### src/rtl/mem_access_stage.sv
// MEM pipeline stage: runs loads/stores over a req/ack data-memory port,
// stalls upstream while an access is outstanding and registers MEM/WB outputs.
//
//   state | meaning
//   IDLE  | no access outstanding; non-memory ops pass through in one cycle
//   WAIT  | request issued, waiting for dmem_ack or timeout
module mem_access_stage #(
  parameter int DSIZE    = 16,
  parameter int ASIZE    = 4,
  parameter int MAX_WAIT = 16
) (
  input  logic             clk,
  input  logic             rst,
  input  logic [DSIZE-1:0] alu_result_in,
  input  logic [DSIZE-1:0] rdata2_in,
  input  logic             memWrite_in,
  input  logic             memRead_in,
  input  logic             memToReg_in,
  input  logic [ASIZE-1:0] waddr_in,
  input  logic             WriteEn_in,
  output logic             dmem_req,
  output logic             dmem_we,
  output logic [DSIZE-1:0] dmem_addr,
  output logic [DSIZE-1:0] dmem_wdata,
  input  logic [DSIZE-1:0] dmem_rdata,
  input  logic             dmem_ack,
  output logic             stall,
  output logic [DSIZE-1:0] wb_data_out,
  output logic [ASIZE-1:0] waddr_out,
  output logic             WriteEn_out,
  output logic             mem_err
);

  localparam int CW = (MAX_WAIT > 2) ? $clog2(MAX_WAIT) : 1;

  typedef enum logic {IDLE = 1'b0, WAIT = 1'b1} state_t;

  state_t          state, nextState;
  logic [CW-1:0]   waitCnt;
  logic            memToRegQ;
  logic [ASIZE-1:0] waddrQ;
  logic            wenQ;
  logic            memOp;
  logic            timeout;

  assign memOp   = memRead_in | memWrite_in;
  assign timeout = (state == WAIT) && !dmem_ack && (waitCnt == CW'(MAX_WAIT - 1));

  always_ff @(posedge clk or negedge rst) begin
    if (!rst) state <= IDLE;
    else      state <= nextState;
  end

  always_comb begin
    nextState = state;
    case (state)
      IDLE: if (memOp) nextState = WAIT;
      WAIT: if (dmem_ack || timeout) nextState = IDLE;
      default: nextState = IDLE;
    endcase
  end

  // Stall drops in the ack/timeout cycle so EX/MEM advances on that edge.
  always_comb begin
    stall = 1'b0;
    case (state)
      IDLE: stall = memOp;
      WAIT: stall = !dmem_ack && !timeout;
      default: stall = 1'b0;
    endcase
  end

  always_ff @(posedge clk or negedge rst) begin
    if (!rst) begin
      dmem_req    <= 1'b0;
      dmem_we     <= 1'b0;
      dmem_addr   <= '0;
      dmem_wdata  <= '0;
      memToRegQ   <= 1'b0;
      waddrQ      <= '0;
      wenQ        <= 1'b0;
      waitCnt     <= '0;
      wb_data_out <= '0;
      waddr_out   <= '0;
      WriteEn_out <= 1'b0;
      mem_err     <= 1'b0;
    end else begin
      case (state)
        IDLE: begin
          if (memOp) begin
            dmem_addr   <= alu_result_in;
            dmem_wdata  <= rdata2_in;
            dmem_we     <= memWrite_in;
            memToRegQ   <= memToReg_in;
            waddrQ      <= waddr_in;
            wenQ        <= WriteEn_in;
            dmem_req    <= 1'b1;
            waitCnt     <= '0;
            WriteEn_out <= 1'b0;
          end else begin
            wb_data_out <= alu_result_in;
            waddr_out   <= waddr_in;
            WriteEn_out <= WriteEn_in;
          end
        end
        WAIT: begin
          if (dmem_ack) begin
            dmem_req    <= 1'b0;
            wb_data_out <= (memToRegQ && !dmem_we) ? dmem_rdata : dmem_addr;
            waddr_out   <= waddrQ;
            WriteEn_out <= wenQ;
          end else if (timeout) begin
            dmem_req    <= 1'b0;
            mem_err     <= 1'b1;
            WriteEn_out <= 1'b0;
          end else begin
            waitCnt     <= waitCnt + CW'(1);
            WriteEn_out <= 1'b0;
          end
        end
        default: dmem_req <= 1'b0;
      endcase
    end
  end

endmodule

### config.mk
export PLATFORM = sky130hd
export DESIGN_NAME = mem_access_stage
export DESIGN_NICKNAME = d
export VERILOG_FILES = /design/src/rtl/mem_access_stage.sv
export SDC_FILE = /design/constraint.sdc
export NUM_CORES = 1
export LEC_CHECK = 0
export ABC_AREA = 1
export CAP_MARGIN = 20
export CORE_ASPECT_RATIO = 2
export CORE_MARGIN = 2
export CORE_UTILIZATION = 47
export DETAILED_ROUTE_END_ITERATION = 10
export GPL_TIMING_DRIVEN = 0
export PLACE_DENSITY = 0.85
export RECOVER_POWER = 100
export SYNTH_ARGS = -nofsm -noshare
export SYNTH_HDL_FRONTEND = slang
export SYNTH_SLANG_ARGS = --single-unit
### constraint.sdc
create_clock -name clk -period 3.15 [get_ports clk]
set_input_delay 0.4725 -clock clk [delete_from_list [all_inputs] [get_ports clk]]
set_output_delay 0.4725 -clock clk [all_outputs]
set_load 0.05 [all_outputs]
==> metrics.md <==
| Metric | Value |
|---|---|
| Data required time of the critical path | `2.68 ns` |
| Peak clock frequency supported by timing | `335 MHz` |
| DRC violations left | `0` |
| Vias per std cell | `5.09` |
| Violated checks | `max-capacitance violations, max-slew violations` |
| Final Cycle Share | `94.8%` |
| Pre-antenna DRT Iters | `4` |
| Number of hold-repair buffers added at the cts stage | `0` |
| Post-synthesis instance total | `390` |
| Wire length after detailed routing | `8.80 mm` |
| Leakage power summed over all cells | `0.00231 µW` |
| Post-synthesis sequential area ratio | `54.7%` |
| Element type at the critical path start | `input pin` |
| Number of buffers created by CTS | `9` |
| Class of the worst hold path | `flop to flop` |
| Top cell types by occurrence after synthesis | `nand2_1, dfrtp_1, inv_1, nand3_1, o21ai_0` |
| Final setup violation count | `0` |
| Final worst clock skew | `0.00422 ns` |
| Actual transition at the worst max-transition pin | `1.64 ns` |
| Ports | `116` |
| Area growth syn-to-layout | `52.4%` |
| Maximum buffer depth of the clock tree | `2` |
| Largest area contributor in the netlist | `dfrtp_1` |
| Aggregate global-route resource usage | `27.0%` |
| Number of buffer cells added on primary ports | `115` |
| Class of the most critical setup path | `input pin to output pin` |
| Result of the run | `complete, but fails checks` |
| Pin count of the biggest net entering global routing | `68` |
| Standard-cell row count | `41` |
| Number of placed cells counting well taps | `591` |
| Clock sink total | `67` |
| CTS tree | `done` |
| Worst Reg2Reg Path Length in Cells | `6` |
| Post-DR wirelength/cell | `14.5 µm` |
| Die height | `118 µm` |
| Syn avg cell area | `7.86 µm²` |
| Number of gates resized after cts | `0` |
| Most common cell in the synthesized netlist | `nand2_1` |
| Minimum period implied by the final worst setup slack | `2.99 ns` |
| Ratio of cells with drive above 1 in the final layout | `4.41%` |
| Final layout net count | `576` |
| DR iter-0 viols | `142` |
| Full die area | `0.00722 mm²` |
| Number of enable flip-flop cells after synthesis | `0` |
| Final design area excluding fillers | `0.00467 mm²` |
| #FFs+latches synth | `67` |
| Antenna diodes | `0` |
| Syn_nets | `450` |
| Setup Buffers After CTS | `0` |
| Leftover overflow at the end of global routing | `0` |
| Critical Path Sink Type | `output pin` |
| Via count of the first global-routing pass | `3327` |
| Arrival time reported for the critical path endpoint | `2.51 ns` |
| Normalized max-slew margin | `-9.26%` |
| Antenna violation net count after detailed routing | `0` |
| Clock network latency to the later pin of the worst-skew pair | `0.33 ns` |
| Detailed-route via count | `3090` |
| Core area | `0.00631 mm²` |
| Synthesized area | `0.00306 mm²` |
| Number of antenna violations at the first check in global routing | `0` |
| Power per unit of standard cell area | `1050 mW/mm²` |
| Final Slew Violations | `68` |
| Warnings, synthesis | `0` |
| Biggest area contributors in the synthesized netlist | `dfrtp_1, nand2_1, inv_1` |
| Placer's final routability congestion estimate | `0.850` |
| Placed Area | `0.00432 mm²` |
| Filler instances | `469` |
| Number of library cell types mapped by synthesis | `19` |
| Starting utilization of the core area | `48.6%` |
| Critical path fanouts, max | `5` |
| Fin. Hold Viols | `0` |
| Post-Layout Cell Count | `607` |
| Worst hold path stage count | `2` |
| Largest voltage drop on the vdd net | `617 µV` |
| Wire length of the first global-routing pass | `14.5 mm` |
| Clock tree root buffer cell | `clkbuf_16` |
| Max capacitance violation total | `1` |
| Area share of the leading cell type in the synthesized netlist | `54.7%` |
| Top flip-flop cell by instance count after synthesis | `dfrtp_1` |
| Width of the die | `61.1 µm` |
| Clock-pin slew reported for the worst setup and hold paths after clock tree synthesis | `0.05 ns` |
| H-tree Lvls | `3` |
| Fraction of registers with async set or reset after synthesis | `100%` |
| DP HPWL | `6.32 mm` |
| Setup repair after global routing missed its margin | `no` |
final cells by class:
type	count	area (µm²)	area share (%)
sequential	67	1680	35.9
buffer	18	71.3	1.53
inverter	49	184	3.94
tap	86	108	2.30
timing repair buffer	115	1150	24.5
clock buffer	9	225	4.82
clock inverter	7	140	3.00
multi-input combinational	256	1120	24.0
state kept, by name (all words and copies together) (netlist names):
name and count:
dmem_addr 16, state 1, dmem_we 1, mem_err 1, dmem_req 1, waitCnt 4
dmem_wdata 16, waddr_out 4, memToRegQ 1, WriteEn_out 1, wenQ 1, wb_data_out 16
waddrQ 4
cells by family after synthesis:
| group | synth area share [%] |
|---|---|
| AO/OA/AOI/OAI | 8.33 |
| AND/OR/NAND/NOR | 28.1 |
| buffers and inverters | 8.41 |
| flip-flops | 54.7 |
| adder cells (fa/ha/maj) | 0.408 |
stage by stage:
step	utilization [%]	setup TNS, ns	worst slack, ns	power (µW)	hold slack [ns]
after global routing	74.0	0	0.109	5170	0.483
after CTS	74.3	0	0.279	5060	0.272
after global placement	68.5	-35.47	-0.533	3770	0.451
after detailed placement	68.5	0	0.296	3820	0.451
after floorplan	-	0	1.48	2940	0.177
final	74.0	0	0.164	4930	0.453
path summary, 6_finish.rpt:
path | startpoint | endpoint | slack, ns
max | dmem_ack | stall | 0.16
min | mem_err | mem_err | 0.45
max reg2reg | state | wb_data_out[4] | 1.42
min reg2reg | mem_err | mem_err | 0.45
max in group asynchronous | rst | mem_err | 1.61
min in group asynchronous | rst | dmem_wdata[6] | 0.54
per-layer routing:
layer	vias up	global-route usage, %	wire length, µm
met4	0	17.8	448
met5	-	0	0
met3	41	6.56	528
met2	148	44.3	4610
li1	1471	-	-
met1	1430	28.7	3210
report_power, final:
group / internal (µW) / switching, µW
sequential: 1180 / 185
clock: 851 / 367
combinational: 671 / 1670
total: 2710 / 2220
worst max-delay path, stage by stage:
cell and delay (ns):
dlygate4sd3_1 0.59, nor2_1 0.26, nand2_1 0.18, nand2_1 0.18
clkdlybuf4s50_1 0.83
placed cells by master, fill, tap and decap left out, drive strengths merged:
| cell type | Yosys | layout |
|---|---|---|
| buf | 6 | 4 |
| bufinv | 0 | 4 |
| o21ai | 29 | 29 |
| clkinv | 0 | 1 |
| clkdlybuf4s50 | 0 | 57 |
| clkinvlp | 0 | 2 |
| nand3 | 28 | 28 |
| nor3 | 1 | 1 |
| nand4 | 1 | 1 |
| nand2 | 133 | 133 |
| clkbuf | 12 | 24 |
| ha | 1 | 1 |
| inv | 49 | 49 |
| a21oi | 22 | 22 |
| dlygate4sd3 | 0 | 57 |
| nor2 | 29 | 29 |
| dfrtp | 67 | 67 |
| nand3b | 12 | 12 |
Note: power is estimated with default switching activity, not from simulation.
